`src/rtl/aria_round_seq_if.sv`:
```
`default_nettype none
// ---------------------------------------------------------------------------
// Module   : aria_round_seq_if
// Brief    : Command / address-unit / round-datapath signal bundle of the
//            ARIA round sequencer.
// Revision : 1.0 - initial release
// ---------------------------------------------------------------------------
interface aria_round_seq_if;
    logic       kexp_start;
    logic       crypt_start;
    logic [1:0] ksize;
    logic       dec;
    logic       abort;
    logic       rnd_ack;
    logic [1:0] rk_op;
    logic       rk_en;
    logic       rk_clr;
    logic [1:0] st_ksize;
    logic       flg_dec;
    logic       key_we;
    logic       rnd_go;
    logic [4:0] rnd_cnt;
    logic       rnd_last;
    logic       key_valid;
    logic       busy;
    logic       done;
    logic       err;

    modport slave (
        input  kexp_start, crypt_start, ksize, dec, abort, rnd_ack,
        output rk_op, rk_en, rk_clr, st_ksize, flg_dec, key_we, rnd_go,
               rnd_cnt, rnd_last, key_valid, busy, done, err
    );

    modport master (
        output kexp_start, crypt_start, ksize, dec, abort, rnd_ack,
        input  rk_op, rk_en, rk_clr, st_ksize, flg_dec, key_we, rnd_go,
               rnd_cnt, rnd_last, key_valid, busy, done, err
    );
endinterface
`default_nettype wire

```
`src/rtl/aria_round_seq.sv`:
```
`default_nettype none
// ---------------------------------------------------------------------------
// Module   : aria_round_seq
// Brief    : Sequencer for the ARIA round-key address unit and round datapath
//            (key expansion write strobes, handshaked per-round key-add steps).
// Revision : 1.0 - initial release
// ---------------------------------------------------------------------------
module aria_round_seq (
    input  wire logic       clk,
    input  wire logic       rst,
    aria_round_seq_if.slave bus
);
    localparam logic [1:0] c_OP_K_INIT = 2'b00;
    localparam logic [1:0] c_OP_K_NEXT = 2'b01;
    localparam logic [1:0] c_OP_R_INIT = 2'b10;
    localparam logic [1:0] c_OP_R_NEXT = 2'b11;

    typedef enum logic [2:0] {
        S_IDLE   = 3'd0,
        S_K_INIT = 3'd1,
        S_K_RUN  = 3'd2,
        S_R_INIT = 3'd3,
        S_R_REQ  = 3'd4,
        S_DONE   = 3'd5
    } state_t;

    state_t     r_state;
    logic [4:0] r_cnt;
    logic [1:0] r_st_ksize;
    logic       r_flg_dec;
    logic       r_key_valid;

    logic [4:0] w_nr;
    logic       w_abort;
    logic       w_idle;

    // NK-1 equals NR, so one terminal count serves both phases.
    always_comb begin
        case (r_st_ksize)
            2'b10:   w_nr = 5'd14;
            2'b11:   w_nr = 5'd16;
            default: w_nr = 5'd12;
        endcase
    end

    assign w_idle  = (r_state == S_IDLE);
    assign w_abort = bus.abort && !w_idle;

    assign bus.busy      = !w_idle;
    assign bus.st_ksize  = r_st_ksize;
    assign bus.flg_dec   = r_flg_dec;
    assign bus.key_valid = r_key_valid;
    assign bus.rnd_cnt   = r_cnt;
    assign bus.err       = w_idle &&
                           ((bus.kexp_start && (bus.ksize == 2'b00)) ||
                            (!bus.kexp_start && bus.crypt_start && !r_key_valid));

    always_comb begin
        bus.rk_op    = c_OP_K_INIT;
        bus.rk_en    = 1'b0;
        bus.rk_clr   = 1'b0;
        bus.key_we   = 1'b0;
        bus.rnd_go   = 1'b0;
        bus.rnd_last = 1'b0;
        bus.done     = 1'b0;
        if (w_abort) begin
            bus.rk_clr = 1'b1;
        end else begin
            case (r_state)
                S_K_INIT: begin
                    bus.rk_en = 1'b1;
                    bus.rk_op = c_OP_K_INIT;
                end
                S_K_RUN: begin
                    bus.key_we   = 1'b1;
                    bus.rnd_last = (r_cnt == w_nr);
                    if (r_cnt < w_nr) begin
                        bus.rk_en = 1'b1;
                        bus.rk_op = c_OP_K_NEXT;
                    end
                end
                S_R_INIT: begin
                    bus.rk_en = 1'b1;
                    bus.rk_op = c_OP_R_INIT;
                end
                S_R_REQ: begin
                    bus.rnd_go   = 1'b1;
                    bus.rnd_last = (r_cnt == w_nr);
                    if (bus.rnd_ack && (r_cnt < w_nr)) begin
                        bus.rk_en = 1'b1;
                        bus.rk_op = c_OP_R_NEXT;
                    end
                end
                S_DONE: begin
                    bus.done   = 1'b1;
                    bus.rk_clr = 1'b1;
                end
                default: ;
            endcase
        end
    end

    always_ff @(posedge clk) begin
        if (rst) begin
            r_state     <= S_IDLE;
            r_cnt       <= 5'd0;
            r_st_ksize  <= 2'b00;
            r_flg_dec   <= 1'b0;
            r_key_valid <= 1'b0;
        end else if (w_abort) begin
            r_state <= S_IDLE;
        end else begin
            case (r_state)
                S_IDLE: begin
                    // Key expansion has priority; a simultaneous crypt start is dropped.
                    if (bus.kexp_start) begin
                        if (bus.ksize != 2'b00) begin
                            r_st_ksize  <= bus.ksize;
                            r_key_valid <= 1'b0;
                            r_state     <= S_K_INIT;
                        end
                    end else if (bus.crypt_start && r_key_valid) begin
                        r_flg_dec <= bus.dec;
                        r_state   <= S_R_INIT;
                    end
                end
                S_K_INIT: begin
                    r_cnt   <= 5'd0;
                    r_state <= S_K_RUN;
                end
                S_K_RUN: begin
                    r_cnt <= r_cnt + 5'd1;
                    if (r_cnt == w_nr) begin
                        r_key_valid <= 1'b1;
                        r_state     <= S_DONE;
                    end
                end
                S_R_INIT: begin
                    r_cnt   <= 5'd0;
                    r_state <= S_R_REQ;
                end
                S_R_REQ: begin
                    if (bus.rnd_ack) begin
                        if (r_cnt == w_nr) begin
                            r_state <= S_DONE;
                        end else begin
                            r_cnt <= r_cnt + 5'd1;
                        end
                    end
                end
                S_DONE:  r_state <= S_IDLE;
                default: r_state <= S_IDLE;
            endcase
        end
    end
endmodule
`default_nettype wire

```
`src/flat_wrapper.sv`:
```
// flat-port wrapper written by rule: the top's interface ports become plain ports
module aria_round_seq_flat 
  (clk, rst, bus_kexp_start, bus_crypt_start, bus_ksize, bus_dec, bus_abort, bus_rnd_ack, bus_rk_op, bus_rk_en, bus_rk_clr, bus_st_ksize, bus_flg_dec, bus_key_we, bus_rnd_go, bus_rnd_cnt, bus_rnd_last, bus_key_valid, bus_busy, bus_done, bus_err);
  aria_round_seq_if bus_i ();
  input  wire logic clk;
  input  wire logic rst;
  input wire logic [$bits(bus_i.kexp_start)-1:0] bus_kexp_start;
  input wire logic [$bits(bus_i.crypt_start)-1:0] bus_crypt_start;
  input wire logic [$bits(bus_i.ksize)-1:0] bus_ksize;
  input wire logic [$bits(bus_i.dec)-1:0] bus_dec;
  input wire logic [$bits(bus_i.abort)-1:0] bus_abort;
  input wire logic [$bits(bus_i.rnd_ack)-1:0] bus_rnd_ack;
  output wire logic [$bits(bus_i.rk_op)-1:0] bus_rk_op;
  output wire logic [$bits(bus_i.rk_en)-1:0] bus_rk_en;
  output wire logic [$bits(bus_i.rk_clr)-1:0] bus_rk_clr;
  output wire logic [$bits(bus_i.st_ksize)-1:0] bus_st_ksize;
  output wire logic [$bits(bus_i.flg_dec)-1:0] bus_flg_dec;
  output wire logic [$bits(bus_i.key_we)-1:0] bus_key_we;
  output wire logic [$bits(bus_i.rnd_go)-1:0] bus_rnd_go;
  output wire logic [$bits(bus_i.rnd_cnt)-1:0] bus_rnd_cnt;
  output wire logic [$bits(bus_i.rnd_last)-1:0] bus_rnd_last;
  output wire logic [$bits(bus_i.key_valid)-1:0] bus_key_valid;
  output wire logic [$bits(bus_i.busy)-1:0] bus_busy;
  output wire logic [$bits(bus_i.done)-1:0] bus_done;
  output wire logic [$bits(bus_i.err)-1:0] bus_err;
  assign bus_i.kexp_start = bus_kexp_start;
  assign bus_i.crypt_start = bus_crypt_start;
  assign bus_i.ksize = bus_ksize;
  assign bus_i.dec = bus_dec;
  assign bus_i.abort = bus_abort;
  assign bus_i.rnd_ack = bus_rnd_ack;
  assign bus_rk_op = bus_i.rk_op;
  assign bus_rk_en = bus_i.rk_en;
  assign bus_rk_clr = bus_i.rk_clr;
  assign bus_st_ksize = bus_i.st_ksize;
  assign bus_flg_dec = bus_i.flg_dec;
  assign bus_key_we = bus_i.key_we;
  assign bus_rnd_go = bus_i.rnd_go;
  assign bus_rnd_cnt = bus_i.rnd_cnt;
  assign bus_rnd_last = bus_i.rnd_last;
  assign bus_key_valid = bus_i.key_valid;
  assign bus_busy = bus_i.busy;
  assign bus_done = bus_i.done;
  assign bus_err = bus_i.err;
  aria_round_seq u_core (.clk(clk), .rst(rst), .bus(bus_i));
endmodule
```
`config.mk`:
```
export PLATFORM = sky130hd
export DESIGN_NAME = aria_round_seq_flat
export DESIGN_NICKNAME = d
export VERILOG_FILES = /design/src/rtl/aria_round_seq_if.sv /design/src/rtl/aria_round_seq.sv /design/src/flat_wrapper.sv
export SDC_FILE = /design/constraint.sdc
export NUM_CORES = 1
export LEC_CHECK = 0
export BUFFER_PORTS_ARGS = -buffer_cell sky130_fd_sc_hd__buf_2
export CORE_MARGIN = 3
export CORE_UTILIZATION = 45
export DETAILED_ROUTE_END_ITERATION = 12
export PLACE_DENSITY = 0.75
export SYNTH_ARGS = -nofsm -noshare
export SYNTH_HDL_FRONTEND = slang
export SYNTH_SLANG_ARGS = --single-unit
```
`constraint.sdc`:
```
create_clock -name clk -period 2.45 [get_ports clk]
set_clock_uncertainty 0.2 [all_clocks]
set_input_delay 0.1225 -clock clk [delete_from_list [all_inputs] [get_ports clk]]
set_output_delay 0.1225 -clock clk [all_outputs]
set_load 0.01 [all_outputs]
```
== Yosys cells after proc, flatten, opt, wreduce, memory -nomap -nowiden ==
Cells that the tools add are included.
Widths: inputs -> output; s select.

* Magnitude comparators: 1
* Equality and inequality tests: 15
* Reduce and logical (&&, ||, !) cells: 24
* $add $sub $neg: 1
* Bitwise gates (word level): 2
* Mux-type cells: 31

{| class="wikitable"
|+ Operator list
! kind !! count
|-
| $mux 1 || 16
|-
| $mux 3 || 5
|-
| $pmux 3 s5 || 1
|-
| $pmux 5 s3 || 1
|-
| $reduce_and 4->1 || 3
|-
| $mux 5 || 2
|-
| $pmux 5 s2 || 1
|-
| $ne 2x2->1 const B || 4
|-
| $logic_and 1x1->1 || 7
|-
| $eq 3x2->1 const B || 2
|-
| $eq 3x3->1 const B || 2
|-
| $ne 3x3->1 const B || 2
|-
| $pmux 2 s3 || 1
|-
| $reduce_or 2->1 || 3
|-
| $add 5x1->5 const B || 1
|-
| $eq 5x5->1 || 1
|-
| $lt 5x5->1 || 1
|-
| $reduce_and 5->1 || 1
|-
| $eq 2x2->1 const B || 2
|-
| $mux 2 || 2
|-
| $reduce_bool 2->1 || 2
|-
| $eq 3x1->1 const B || 1
|-
| $logic_not 1->1 || 3
|-
| $logic_not 3->1 || 1
|-
| 8 further kinds || 9
|}

* Logic and storage cells: 79
* Input port bits: 9
* Output and inout port bits: 19
* Flip-flop bits (word level): 12

== Logic depth before layout (Yosys ltp) ==
Gate-level depths: netlist of the first run.

* Depth in word-level cells: 7
* Depth in mapped cells: 7

== Least setup slack after synthesis of the first run ==
No wires, ideal clock.

* Path type: reg-to-reg
* Start point: register u_core.r_st_ksize[0] (netlist: u_core.bus.st_ksize[0])
* End point: register u_core.r_state[0]
* Stages on the path, launching flop included: 7
* Slack: 606 ps
* Arrival: 1530 ps
* Clock period less this slack: 1844 ps
* Path buffers: 0
* Cell sequence: dfxtp_1 > nand2_1 > ha_1 > nand3b_1 > o21ai_1 > o2111ai_1 > a2111oi_0

* Cells in the longest elaborated chain, start to end: 6

{| class="wikitable"
|+ Ends and longest elaborated chain
! element !! line !! RTL
|-
| start, declared || aria_round_seq.sv:29 || <nowiki>logic [1:0] r_st_ksize;</nowiki>
|-
| start signal, assigned || aria_round_seq.sv:118 || <nowiki>r_st_ksize <= bus.ksize;</nowiki>
|-
| $eq 2x2->1 || aria_round_seq.sv:39 || <nowiki>case (r_st_ksize)</nowiki>
|-
| $pmux 5 s2 * || aria_round_seq.sv:39 ||
|-
| $eq 5x5->1 * || aria_round_seq.sv:133, aria_round_seq.sv:144 ||
|-
| $mux 3 * || - ||
|-
| $mux 3 || - ||
|-
| $pmux 3 s5 * || - ||
|-
| end signal, assigned || aria_round_seq.sv:135 || <nowiki>r_state <= S_DONE;</nowiki>
|-
| end signal, assigned || aria_round_seq.sv:140 || <nowiki>r_state <= S_R_REQ;</nowiki>
|-
| end signal, assigned || aria_round_seq.sv:145 || <nowiki>r_state <= S_DONE;</nowiki>
|-
| end, declared || aria_round_seq.sv:27 || <nowiki>state_t r_state;</nowiki>
|}

Every way passes the cells marked *; elsewhere a longest branch is shown, timed or not. The select of a mux whose other input is x is not followed.
A chain may end at the register's enable or synchronous reset.

== Worst setup path in the final report of the first run ==
* Start point: register u_core.r_st_ksize[1] (netlist: u_core.bus.st_ksize[1])
* End point: output port bus_rk_en

* Cells in the longest elaborated chain, start to end: 7

{| class="wikitable"
|+ Ends and longest elaborated chain
! element !! line !! RTL
|-
| $eq 2x2->1 || aria_round_seq.sv:39 ||
|-
| $pmux 5 s2 * || aria_round_seq.sv:39 ||
|-
| $lt 5x5->1 * || aria_round_seq.sv:77, aria_round_seq.sv:89 ||
|-
| $logic_and 1x1->1 || aria_round_seq.sv:89 || <nowiki>if (bus.rnd_ack && (r_cnt < w_nr)) begin</nowiki>
|-
| $mux 1 || aria_round_seq.sv:89 ||
|-
| $pmux 1 s3 * || aria_round_seq.sv:69 || <nowiki>case (r_state)</nowiki>
|-
| $mux 1 * || aria_round_seq.sv:66 || <nowiki>if (w_abort) begin</nowiki>
|-
| end, declared || flat_wrapper.sv:14 || <nowiki>output wire logic [$bits(bus_i.rk_en)-1:0] bus_rk_en;</nowiki>
|}

Every way passes the cells marked *; elsewhere a longest branch is shown, timed or not.

==> results of run 1 <==
-- metrics by stage --
stage               setup slack, ps  total power, mW  instances  util (%)
CTS                            82.1            0.890        179      63.5
global route                   1.77            0.990        180      64.0
floorplan                       606            0.606        122         -
finish                          168            0.909        180      64.0
global placement                532            0.700        168      57.6
detailed placement              464            0.711        168      57.6
-- registers in the layout, indices dropped and copies added, names as in the netlist --
signal / flops
u_core.bus.flg_dec: 1
u_core.bus.key_valid: 1
u_core.bus.rnd_cnt: 5
u_core.bus.st_ksize: 2
u_core.r_state: 3
-- metal layers --
layer  share of wire (%)  GRT usage [%]  vias up
met1                  43           24.4      449
met2                  47           35.4       41
met3                 7.5           3.56        9
met5                   0              0        -
met4                 2.6           9.87        0
li1                    -              -      502
-- kinds of logic after synthesis --
logic type / share of synthesized area, %
AND/OR/NAND/NOR: 37.4
AO/OA/AOI/OAI: 20.3
flip-flops: 26.6
buffers and inverters: 4.99
multiplexers: 5.55
adder cells (fa/ha/maj): 4.16
XOR/XNOR: 0.971
-- area by class of cell --
type	instances	area [µm²]
inverter	4	15.0
multi-input combinational	100	617
tap	25	31.3
timing repair buffer	35	213
sequential	12	240
clock buffer	4	36.3
fill	159	649
-- what timing repair did --
item / 4_1_cts / 5_1_grt
hold endpoints to repair: 5 / 0
hold buffers: 7 / 0
setup endpoints to repair: 0 / 1
buffers inserted: 0 / 1
-- power by group through the flow --
stage               Combinational [mW]  Clock (mW)  Sequential [mW]
global placement                 0.402           0            0.298
floorplan                        0.337           0            0.269
detailed placement               0.408           0            0.303
finish                           0.447       0.163            0.299
CTS                              0.426       0.165            0.298
global route                     0.508       0.174            0.308
-- cells in the mapped netlist --
library cell                instances  area [µm²]
sky130_fd_sc_hd__ha_1               3        37.5
sky130_fd_sc_hd__a31oi_1            2        12.5
sky130_fd_sc_hd__o41ai_1            1        8.76
sky130_fd_sc_hd__nor2_1            17        63.8
sky130_fd_sc_hd__and2_1             2        12.5
sky130_fd_sc_hd__o31ai_1            1        7.51
sky130_fd_sc_hd__o21a_1             1        7.51
sky130_fd_sc_hd__or4_1              1        7.51
sky130_fd_sc_hd__nand3b_1           3        22.5
sky130_fd_sc_hd__nand2b_1           3        18.8
sky130_fd_sc_hd__nand4_1            2        12.5
sky130_fd_sc_hd__o211a_1            1        10.0
sky130_fd_sc_hd__a21boi_1           2        15.0
sky130_fd_sc_hd__a21oi_1            5        25.0
sky130_fd_sc_hd__o2111ai_1          2        17.5
sky130_fd_sc_hd__and3_1             3        18.8
sky130_fd_sc_hd__nand2_1           13        48.8
sky130_fd_sc_hd__mux2i_1            5        50.1
sky130_fd_sc_hd__nand4b_1           1        8.76
sky130_fd_sc_hd__or2_2              1        6.26
sky130_fd_sc_hd__o21bai_1           1        7.51
sky130_fd_sc_hd__nor2b_1            5        31.3
sky130_fd_sc_hd__o21ai_0            7        35.0
sky130_fd_sc_hd__a22oi_1            1        7.51
sky130_fd_sc_hd__nor3_2             1        10.0
sky130_fd_sc_hd__inv_1              3        11.3
sky130_fd_sc_hd__buf_2              3        15.0
sky130_fd_sc_hd__or3_1              1        6.26
sky130_fd_sc_hd__nor3_4             1        16.3
sky130_fd_sc_hd__or2b_1             1        7.51
sky130_fd_sc_hd__inv_2              1        3.75
sky130_fd_sc_hd__o21ai_1            1        5.00
sky130_fd_sc_hd__xnor2_1            1        8.76
sky130_fd_sc_hd__clkbuf_1           2        7.51
sky130_fd_sc_hd__nand3_1            4        20.0
sky130_fd_sc_hd__nand2_4            1        11.3
sky130_fd_sc_hd__buf_4              1        7.51
sky130_fd_sc_hd__a2111oi_0          1        8.76
sky130_fd_sc_hd__nor3_1             3        15.0
sky130_fd_sc_hd__a21o_1             1        7.51
sky130_fd_sc_hd__a211oi_1           1        7.51
sky130_fd_sc_hd__dfxtp_1           12         240
-- worst max-delay path, delay by kind of cell (launching register included) --
kind	cells	cell delay, ps
AOI/OAI and AO/OA	4	690
and+or+nand+nor	2	280
buffers and inverters	1	170
adders and majority gates	1	160
DFF	1	380
-- how the worst max path moves through the flow --
stage                                   startpoint                         endpoint  slack, ps  depth (start not counted)
3_5_place_dp   u_core.bus.st_ksize[1]$_SDFFE_PP0P_                        bus_rk_en        460                          8
2_1_floorplan  u_core.bus.st_ksize[0]$_SDFFE_PP0P_   u_core.r_state[0]$_SDFFE_PP0P_        610                          6
5_1_grt        u_core.bus.st_ksize[1]$_SDFFE_PP0P_                        bus_rk_en          2                          8
3_3_place_gp        u_core.r_state[2]$_SDFFE_PP0P_   u_core.r_state[1]$_SDFFE_PP0P_        530                          6
6_report       u_core.bus.st_ksize[1]$_SDFFE_PP0P_                        bus_rk_en        170                          8
4_1_cts             u_core.r_state[2]$_SDFFE_PP0P_  u_core.bus.flg_dec$_SDFFE_PP0P_         80                          6
==> results list, run 1 <==
- Entering global routing, the biggest net connects 16 pins.
- The worst hold path passes through 2 cells.
- Vias per inst: roughly 5.6
- Summing over every cut layer, the via total after detailed routing is between 1,000 and 1,500.
* Worst min-delay path category: input port to flip-flop
* Wire length after detailed routing: 2310 µm
* Placer congestion estimate: 0.840
- Nets: 168
- Via count of the first global-routing pass: 966
- For this run, the number of Yosys warnings is 0.
- The run finished with clean final reports.
- Floorplan die width: slightly above 50 µm
- At the worst endpoint, the arrival time is 1960 ps.
- Of the cells placed in the final design, the portion with a size suffix greater than 1 is a little under a quarter.
- CTS tree: done
- Dividing total power by cell area gives a power density of 789 mW/mm².
- The count of endpoints failing hold in the final timing report is 0.
* Highest-count cells in the layout ignoring fill and taps: sky130_fd_sc_hd__buf_2, sky130_fd_sc_hd__nor2_1, sky130_fd_sc_hd__nand2_1
- Row generation in the floorplan step produced 15 rows.
- Slowest CP cell: sky130_fd_sc_hd__dfxtp_1
- Final worst hold slack: 38.5 ps
- Kind of end point of the critical path: primary output
- Summed over all nets, the switching power comes to 398 µW.
- Post-placement cell area: roughly 0.0010 mm²
- The number of antenna violations at the first check in global routing came to 0.
- In this run the cell area of the synthesized design comes to 902 µm².
* Period utilisation layout: 93.1%
- Setup violations remaining at the end of the flow were counted as 0.
- The area growth from synthesis to layout is 27.7%.
- The initial utilization of the core area, before any placement, comes to between 50% and 60%.
- The first global-routing pass estimated 4150 µm of wire.
- Static Leak: 0.543 nW
- Number of instances in the synthesized netlist: roughly 120
* Resize count post-CTS: 0
- For this run, the slowest stage of the critical path takes ~380 ps.
* Highest ir drop seen on vdd: approximately 0.54 mV
- Proportion of total power due to net switching: 43.8%
- Setup slack on the worst reg-to-reg path comes out at 180 ps.
* Internal power: 511 µW
- Placeable core area: 0.00180 mm²
- The clock reaches the later pin of the worst-skew pair after 280 ps.
- Derived from the worst setup path, the maximum achievable clock frequency is 438 MHz.
- Maximum buffer depth of the clock tree: 2
* # H-tree levels: 1
* Worst reg2reg path depth: 6
- Before antenna repair, the detailed router went through 4 iterations.
- Crit-path cells: nor2b_1 > ha_1 > nor2b_1 > o21bai_1 > a31oi_1 > a21oi_1 > o31ai_1 > buf_2
* Hold endpoint: u_core.r_state[2]$_SDFFE_PP0P_
- Full die area: 0.00258 mm²
* Seq cells post-synth: 12
- For this run the aggregate overflow at the end of global routing stands at 0.
* Estimated wirelength of the detail-placed design: roughly 1700 µm
- The library cell used most frequently in the layout, excluding fill and tap cells, is sky130_fd_sc_hd__buf_2.
- The number of antenna diodes in the final layout is 0.
* Number of sinks handled by clock tree synthesis: 12
* Final number of max-transition violations: 0
- Post-layout instance area: approximately 0.0012 mm²
- The number of nets in the synthesized netlist is 134.
- For the finished layout, the period the worst path requires is ~2300 ps.
* Sum of negative setup slack: 0 ps
- Start of the worst register-to-register path: u_core.r_state[1]$_SDFFE_PP0P_
- Sequential elements use 26.6% of the synthesized area.
- Count of max-cap constraint violations: 0
- Buffers inserted during clock tree synthesis total 3.
- Relative slew slack: about two thirds
- Setup repair after global routing left no endpoint under its margin.
* Worst setup SP type: flip-flop
- Sequential cells burn 32.9% of the power.
- Global routing usage summed across all routing layers: 20.6%
* Worst Tran Pin Value: 496 ps
- The startpoint identified for the worst hold timing path is bus_abort.
* Number of buffers added on ports: 27
* Synth unique cells: 42
* Die span in y: between 50 and 60 µm
- Cell at the root of the clock tree: sky130_fd_sc_hd__clkbuf_4
- Antenna-violating nets left: 0
- Worst endpoint required time: between 2000 and 2500 ps
- The worst setup path is of the flip-flop to primary output kind.
- Combinational logic is responsible for 49.2% of the overall power.
- Each instance of the synthesized netlist takes up on average 7.39 µm².
* Count of routing violations after the opening detailed-route iteration: 31
- Critical path's most frequent cell: sky130_fd_sc_hd__nor2b_1
- Along the worst path, the maximum fanout reaches 4.
* Post-route DRC: 0
- WL/cell: roughly 13 µm
- Top-Level Pins: 28
* Share of total power in the clock network: between 10% and 20%
* Clock transition at path regs: 80 ps
- The endpoint identified for the worst register-to-register timing path is u_core.bus.flg_dec$_SDFFE_PP0P_.
Note: power is estimated with default switching activity, not from simulation.
==> run 2: changes to the inputs <==
- ABC_CLOCK_PERIOD_IN_PS: default -> 2450
- CORE_UTILIZATION: 45 -> 50
- PLACE_DENSITY: 0.75 -> 0.81
==> run 2 against run 1 <==
Compared with the run above: non-clock buffer count down 2; total power down 0.47%; combinational power down 3%; final area down 1.6%; critical endpoint is now u_core.bus.flg_dec$_SDFFE_PP0P_; sequential power about the same; first-iteration DRC count down 29%; largest cell class unchanged; flip-flop and latch count unchanged; critical path type is now flip-flop to flip-flop; via count about the same; cell count down 1.7%; maximum frequency down 0.64%.
==> results list, run 2 (synthesis gave the netlist of run 1 again) <==
* Insertion delay of the later-clocked pin in the worst-skew pair: 290 ps (was 280 ps)
* Via count of the first global-routing pass: 932 (was 966)
- The setup-violating endpoint count in the final report came to 0 (unchanged).
* Class of the most critical setup path: flip-flop to flip-flop (was flip-flop to primary output)
- The maximum single-stage delay on the critical path was 550 ps (was 380 ps).
- The number of diodes added for antenna fixing was 0 (unchanged).
- Buffering stage count on the worst path with inverters included: 2 (was 1)
* Maximum buffer depth of the clock tree: 2 (unchanged)
- Critical Path AT: 2280 ps (was 1960 ps)
- Antenna-violating nets left: 0 (unchanged)
* Estimated wirelength of the detail-placed design: 1700 µm (was 1710 µm)
- The total wire length after detailed routing was 2350 µm (was 2310 µm).
- Number of sinks handled by clock tree synthesis: 12 (unchanged)
- The core area was 0.00159 mm² (was 0.00180 mm²).
- The number of buffers added by the clock tree synthesis step is 3 (unchanged).
- RSZ-0062 raised after global routing: no (unchanged)
- Relative slew slack: 66.1% (was 66.9%)
- Crit Path Max Fanout: 12 (was 4)
- The port buffer count was 27 (unchanged).
* First-pass GRT wire length: 3900 µm (was 4150 µm)
- The reported max-cap violation count came to 0 (unchanged).
- Number of antenna violations at the first check in global routing: 0 (unchanged)
- The critical path required time came to 2440 ps (was 2130 ps).
* Run status: complete, no violations (unchanged)
* Max FFs per register: 5 (unchanged)
- Starting density of the core: 56.6% (was 50.1%)
- Fmax: 435 MHz (was 438 MHz)
- The kind of cell adding the most delay to the critical path is buffers and inverters (was compound AO/OA/AOI/OAI gates).
* Final number of max-transition violations: 0 (unchanged)
- Final worst hold slack: 22.2 ps (was 38.5 ps)
* Worst min-delay path category: input port to flip-flop (unchanged)
* Nets: 166 (was 168)
- Kind of end point of the critical path: flip-flop (was primary output)
- Worst setup SP type: flip-flop (unchanged)
* WL/cell: 13.3 µm (was 12.9 µm)
- PwrDens: 798 mW/mm² (was 789 mW/mm²)
* Vias per inst: 5.66 (was 5.56)
- The share of cells above drive strength 1 came to 23.5% (was 23.9%).
* Final design utilization: 71.1% (was 64.0%)
- The most common library cell in the layout ignoring fill and taps is sky130_fd_sc_hd__buf_2 (unchanged).
* Die span in y: 48.5 µm (was 50.8 µm)
* Cell at the root of the clock tree: sky130_fd_sc_hd__clkbuf_4 (unchanged)
- Min Clock Period, post-route: 2300 ps (was 2280 ps)
* Sum of negative setup slack: 0 ps (unchanged)
* Highest-count cells in the layout ignoring fill and taps: sky130_fd_sc_hd__buf_2, sky130_fd_sc_hd__nor2_1, sky130_fd_sc_hd__nand2_1 (unchanged)
- Clock transition at path regs: 90 ps (was 80 ps)
- The reported leakage power is 0.534 nW (was 0.543 nW).
- The area of the die is 0.00235 mm² (was 0.00258 mm²).
- Overall via count from detail_route: 1,002 (was 1,001)
- The slew of the pin with the lowest slew margin was 507 ps (was 496 ps).
- Site Rows: 14 (was 15)
* # H-tree levels: 1 (unchanged)
* Total iterations of the first detailed-routing run: 4 (unchanged)
* Floorplan die width: 48.5 µm (was 50.8 µm)
* Hold violation count in the final report: 0 (unchanged)
* Slowest CP cell: sky130_fd_sc_hd__dlygate4sd3_1 (was sky130_fd_sc_hd__dfxtp_1)
- The largest vdd supply drop is 0.527 mV (was 0.540 mV).
- The final period utilization came to 93.7% (was 93.1%).
- Layout filler cell count: 144 (was 159)
- The total overflow reported by the global router is 0 (unchanged).
- Count of routing violations after the opening detailed-route iteration: 22 (was 31)
- Crit-path cells: nor3_4 > inv_2 > nor3_1 > mux2i_1 > nor2_1 > dlygate4sd3_1 (was nor2b_1 > ha_1 > nor2b_1 > o21bai_1 > a31oi_1 > a21oi_1 > o31ai_1 > buf_2)
- Post-route DRC: 0 (unchanged)
* Top-Level Pins: 28 (unchanged)
- The largest net degree at the start of global routing came to 16 (unchanged).
- The CTS tree was done (unchanged).
- The layout overhead on the synthesized area is 25.7% (was 27.7%).
- The final weighted congestion in routability-driven placement was 0.852 (was 0.840).
- The global-route usage over all layers was 20.0% (was 20.6%).
## run 2: cell types whose count changed in the layout (fill, tap and decap cells not counted), sizes merged
cell         change
buf              -1
dlygate4sd3      -1
## run 2: cell type report
class                           instances  area (µm²)  share of cell area [%]
Clock buffer                            4        36.3                    3.20
Multi-Input combinational cell        100         617                    54.4
Timing Repair Buffer                   33         195                    17.2
Inverter                                4        15.0                    1.32
Tap cell                               24        30.0                    2.65
Sequential cell                        12         240                    21.2
## run 2: worst reg2reg max path, delay by kind of cell (launching register included)
kind | cells | cell delay [ps]
buffers and inverters | 2 | 670
AND/OR/NAND/NOR | 3 | 620
flip-flops | 1 | 460
multiplexers | 1 | 230
## run 2: per-stage QoR
stage               std cells  setup WS [ps]  instance area (µm²)  total power [mW]
CTS                       177            190                 1130             0.892
global route              177           17.2                 1130             0.970
finish                    177            154                 1130             0.905
floorplan                 122            606                  902             0.606
detailed placement        167            455                 1040             0.715
global placement          167            450                 1040             0.698
## run 2: power by group
group / switching (mW) / leakage [nW] / internal (mW)
logic: 0.253 / 0.416 / 0.179
registers: 0.0761 / 0.0976 / 0.226
clock network: 0.0795 / 0.0210 / 0.0906
## run 2: metal layers
layer	share of wire, %	wire length, µm	global-route usage (%)
met2	49	1160	36.2
met5	0	0	0
met1	44	1030	24.2
met4	1.1	25	6.64
met3	5.9	139	2.76
## run 2: path summary, 6_finish.rpt
check | to | slack [ps] | from | cells after the start
hold reg to reg | u_core.bus.rnd_cnt[4]$_SDFFE_PP0P_ | 310 | u_core.bus.rnd_cnt[4]$_SDFFE_PP0P_ | 2
hold / removal | u_core.r_state[2]$_SDFFE_PP0P_ | 20 | bus_abort | 2
setup reg to reg | u_core.bus.flg_dec$_SDFFE_PP0P_ | 150 | u_core.r_state[1]$_SDFFE_PP0P_ | 6
setup / recovery | u_core.bus.flg_dec$_SDFFE_PP0P_ | 150 | u_core.r_state[1]$_SDFFE_PP0P_ | 6
## run 2: what timing repair did
action,in CTS,in global routing
hold endpoints to repair,5,0
setup endpoints to repair,0,1
hold buffers,6,0
gates resized for setup,0,0
buffers inserted,0,0
==> run 3: changes to the inputs <==
- ABC_AREA: default -> 1
- CORE_MARGIN: 3 -> 2
==> run 3 against run 2 <==
Compared with the run above: synthesized cell count increased by 15%; combinational power increased by 22%; global-route usage increased by 4.6 points; cell count increased by 14%; via count increased by 4.3%; maximum frequency increased by 4.9%; sequential share of layout area decreased by 1.4 points; worst setup slack improved by 110 ps; flip-flop and latch count unchanged; critical path type is now flip-flop to primary output; largest power group unchanged; highest routed layer unchanged.
==> results list, run 3 <==
* Worst reg2reg path depth: 7 (was 6)
* Highest-count cells in the layout ignoring fill and taps: sky130_fd_sc_hd__buf_2, sky130_fd_sc_hd__nand2_1, sky130_fd_sc_hd__nor2_1 (was sky130_fd_sc_hd__buf_2, sky130_fd_sc_hd__nor2_1, sky130_fd_sc_hd__nand2_1)
- The CTS tree was done (unchanged).
- The final weighted congestion in routability-driven placement came to 0.877 (was 0.852).
- The port buffer count came to 27 (unchanged).
* Total iterations of the first detailed-routing run: 4 (unchanged)
- The number of levels in the clock H-tree is 1 (unchanged).
* Internal power: 511 µW (was 496 µW)
- The register clock-pin slew on the reported worst setup and hold paths came to 90 ps (about the same).
* Portion of total power attributed to sequential cells: 27.9% (was 33.4%)
- Layout Area Growth over Synthesis: 27.6% (was 25.7%)
- Top-Level Pins: 28 (unchanged)
- The most common library cell in the layout ignoring fill and taps was sky130_fd_sc_hd__buf_2 (unchanged).
- The routed length on met3 came to 147 µm (was 139 µm).
- Antenna Diode Count: 0 (unchanged)
- Vias per inst: 5.17 (was 5.66)
- The share of cells above drive strength 1 is 31.1% (was 23.5%).
- Via count of the first global-routing pass: 900 (was 932)
* Count of max-cap constraint violations: 0 (unchanged)
* Resize count post-CTS: 0 (unchanged)
* Sum of negative setup slack: 0 ps (unchanged)
- The final period utilization is 89.4% (was 93.7%).
- Highest ir drop seen on vdd: 0.486 mV (was 0.527 mV)
- The average size of a mapped cell came to 6.81 µm² (was 7.39 µm²).
- Max FFs per register: 5 (unchanged)
- Worst setup SP type: flip-flop (unchanged)
- The floorplan row count was 15 (was 14).
- The switching power as a share of total power is 47.0% (was 45.2%).
* Placeable core area: 0.00176 mm² (was 0.00159 mm²)
- Number of antenna violations at the first check in global routing: 0 (unchanged)
- Worst endpoint required time: 2130 ps (was 2440 ps)
- The type of the worst setup path was flip-flop to primary output (was flip-flop to flip-flop).
- Hold violation count in the final report: 0 (unchanged)
- Commonest cells post-synth: sky130_fd_sc_hd__nand2_1, sky130_fd_sc_hd__nor2_1, sky130_fd_sc_hd__a21oi_1, sky130_fd_sc_hd__dfxtp_1, sky130_fd_sc_hd__inv_1 (was sky130_fd_sc_hd__nor2_1, sky130_fd_sc_hd__nand2_1, sky130_fd_sc_hd__dfxtp_1, sky130_fd_sc_hd__o21ai_0)
- The final cell count without fillers is 202 (was 177).
- Setup Viol. Count Final: 0 (unchanged)
- PwrDens: 792 mW/mm² (was 798 mW/mm²)
- The latest clock arrival within the worst-skew pair was 290 ps (about the same).
* Worst min-delay path category: input port to flip-flop (unchanged)
* Top-count cell post-synth: sky130_fd_sc_hd__nand2_1 (was sky130_fd_sc_hd__nor2_1)
* Synth unique cells: 25 (was 42)
- Worst Setup SP: u_core.bus.st_ksize[0]$_SDFFE_PP0P_ (was u_core.r_state[1]$_SDFFE_PP0P_)
* Synthesized cell area: 953 µm² (was 902 µm²)
- The largest net degree at the start of global routing is 9 (was 16).
- The internal reg-to-reg setup slack was 500 ps (was 150 ps).
* Maximum buffer depth of the clock tree: 2 (unchanged)
- Routed length on met1: 986 µm (was 1030 µm)
- The net count of the mapped netlist is 152 (was 134).
* Antenna-violating nets left: 0 (unchanged)
- RSZ-0062 raised after global routing: no (unchanged)
* Die span in y: 47.7 µm (was 48.5 µm)
- The endpoint of the lowest-slack register-to-register path is u_core.bus.st_ksize[0]$_SDFFE_PP0P_ (was u_core.bus.flg_dec$_SDFFE_PP0P_).
* Worst setup path end: bus_rk_en (was u_core.bus.flg_dec$_SDFFE_PP0P_)
- Seq cells post-synth: 12 (unchanged)
* Post-route DRC: 0 (unchanged)
- Worst hold path startpoint: bus_crypt_start (was bus_abort)
- TritonCTS buffer count: 3 (unchanged)
* Full die area: 0.00227 mm² (was 0.00235 mm²)
- The number of sinks handled by clock tree synthesis is 12 (unchanged).
- Post-layout instance area: 0.00122 mm² (was 0.00113 mm²)
- Run status: complete, no violations (unchanged)
- The number of nets in the finished design was 190 (was 166).
- WL/cell: 12.0 µm (was 13.3 µm)
- Post-placement cell area: 0.00112 mm² (was 0.00104 mm²)
* Overall Power: 963 µW (was 905 µW)
- Highest Signal Layer: met4 (unchanged)
- Relative slew slack: 79.5% (was 66.1%)
- First-pass GRT wire length: 3830 µm (was 3900 µm)
- Sequential cell area fraction in the yosys report: 25.2% (was 26.6%)
* Final worst hold slack: 19.1 ps (was 22.2 ps)
- Cell taking the most area after synthesis: sky130_fd_sc_hd__dfxtp_1 (unchanged)
- Cell at the root of the clock tree: sky130_fd_sc_hd__clkbuf_4 (unchanged)
* Yosys synthesis warning count: 0 (unchanged)
* Kind of end point of the critical path: primary output (was flip-flop)
- The shortest clock period the worst path allows after layout was 2190 ps (was 2300 ps).
- The top cell type's share of synthesized area was 25.2% (was 26.6%).
- Top post-synthesis cells by area: sky130_fd_sc_hd__dfxtp_1, sky130_fd_sc_hd__nand2_1, sky130_fd_sc_hd__nor2_1 (was sky130_fd_sc_hd__dfxtp_1, sky130_fd_sc_hd__nor2_1, sky130_fd_sc_hd__mux2i_1).
* Fraction of synthesis flops using an asynchronous set or reset pin: 0% (unchanged)
- Wire length after detailed routing: 2430 µm (was 2350 µm)
* Share of total power in the clock network: 17.2% (was 18.8%)
- Start of the worst register-to-register path: u_core.r_state[1]$_SDFFE_PP0P_ (unchanged)
- The post-synthesis instance total is 140 (was 122).
- The met2 wire length is 1230 µm (was 1160 µm).
- The global-route usage over all layers is 24.6% (was 20.0%).
* Top_reg_cell synth: sky130_fd_sc_hd__dfxtp_1 (unchanged)
- Estimated wirelength of the detail-placed design: 1810 µm (was 1700 µm)
* Floorplan die width: 47.7 µm (was 48.5 µm)
- Switch Pwr: 452 µW (was 409 µW)
- Relative contribution of combinational cells to total power: 54.8% (was 47.8%)
- The instance count after placement with tap cells included is 192 (was 167).
- The total vias in the final route came to 1,045 (was 1,002).
- Starting density of the core: 54.0% (was 56.6%)
- Fmax: 457 MHz (was 435 MHz)
- The number of synthesized flops with an enable pin came to 0 (unchanged).
- The DRC marker count from the first detailed-route iteration is 37 (was 22).
- Overall overflow remaining after global route: 0 (unchanged)
* Static Leak: 0.630 nW (was 0.534 nW)
- The slew of the pin with the lowest slew margin came to 307 ps (was 507 ps).
- The max-slew violation total from the final report is 0 (unchanged).
- The maximum fanout encountered on the critical timing path came to 7 (was 12).
- The arrival time reported for the critical path endpoint was 1870 ps (was 2280 ps).
run 3: cell count changes after synthesis, moves of 5 or more:
cell | previous run | this run
sky130_fd_sc_hd__inv_1 | 3 | 12
sky130_fd_sc_hd__nand2_1 | 13 | 24
sky130_fd_sc_hd__nand3_1 | 4 | 11
sky130_fd_sc_hd__mux2i_1 | 5 | 0
sky130_fd_sc_hd__nor2_1 | 17 | 23
sky130_fd_sc_hd__nand2_2 | 0 | 5
sky130_fd_sc_hd__a21oi_1 | 5 | 12
sky130_fd_sc_hd__nor2b_1 | 5 | 0
run 3: cell type report:
type | count | area [µm²]
multi-input combinational | 112 | 653
fill | 175 | 548
sequential | 12 | 240
timing repair buffer | 33 | 195
inverter | 16 | 60.1
clock buffer | 4 | 36.3
tap | 25 | 31.3
run 3: per-layer routing:
| metal | GRT usage (%) | vias up |
|---|---|---|
| met2 | 42.7 | 43 |
| met3 | 5.28 | 7 |
| met1 | 28.1 | 462 |
| li1 | - | 533 |
| met5 | 0 | - |
| met4 | 13.0 | 0 |
run 3: repair_timing:
item | in CTS | in global routing
buffers inserted | 0 | 0
endpoints found under the hold margin | 7 | 0
hold buffers | 6 | 0
run 3: logic make-up (layout without fill, tap and decap cells):
kind of cell	Yosys count	after routing	synth area share, %
and+or+nand+nor	84	84	48.7
buffers and inverters	16	53	6.30
xor gates and xnor gates	3	3	2.76
AOI/OAI and AO/OA	22	22	13.1
DFF	12	12	25.2
adders and majority gates	3	3	3.94
run 3: worst min-delay path by stage:
stage                                                     to  slack, ps  depth (start not counted)
after floorplan           u_core.bus.rnd_cnt[2]$_SDFFE_PP0P_         -8                          1
after global placement       u_core.bus.flg_dec$_SDFFE_PP0P_        170                          3
after detailed placement     u_core.bus.flg_dec$_SDFFE_PP0P_        180                          3
after CTS                    u_core.bus.flg_dec$_SDFFE_PP0P_         10                          4
after global routing         u_core.bus.flg_dec$_SDFFE_PP0P_         70                          4
final                        u_core.bus.flg_dec$_SDFFE_PP0P_         20                          4
run 3: stage by stage:
stage                     setup WS (ps)  utilization (%)
after detailed placement            579             63.5
final                               260             68.9
after floorplan                     693                -
after CTS                           251             68.9
after global routing                126             68.9
after global placement              631             63.5
run 3: critical path: stages, from the launching register on:
cell                      delay, ps
sky130_fd_sc_hd__dfxtp_1        450
sky130_fd_sc_hd__nand2_2        120
sky130_fd_sc_hd__ha_1           310
sky130_fd_sc_hd__nand2_1         60
sky130_fd_sc_hd__nor2_2         190
sky130_fd_sc_hd__nand3_1        130
sky130_fd_sc_hd__nand3_1        120
sky130_fd_sc_hd__a21oi_1         70
sky130_fd_sc_hd__buf_2          140
run 3: power groups by stage:
stage	clock, mW	combinational, mW	sequential, mW
after floorplan	0	0.379	0.275
after global placement	0	0.500	0.271
after detailed placement	0	0.510	0.273
after CTS	0.172	0.526	0.269
after global routing	0.183	0.583	0.275
final	0.166	0.528	0.269
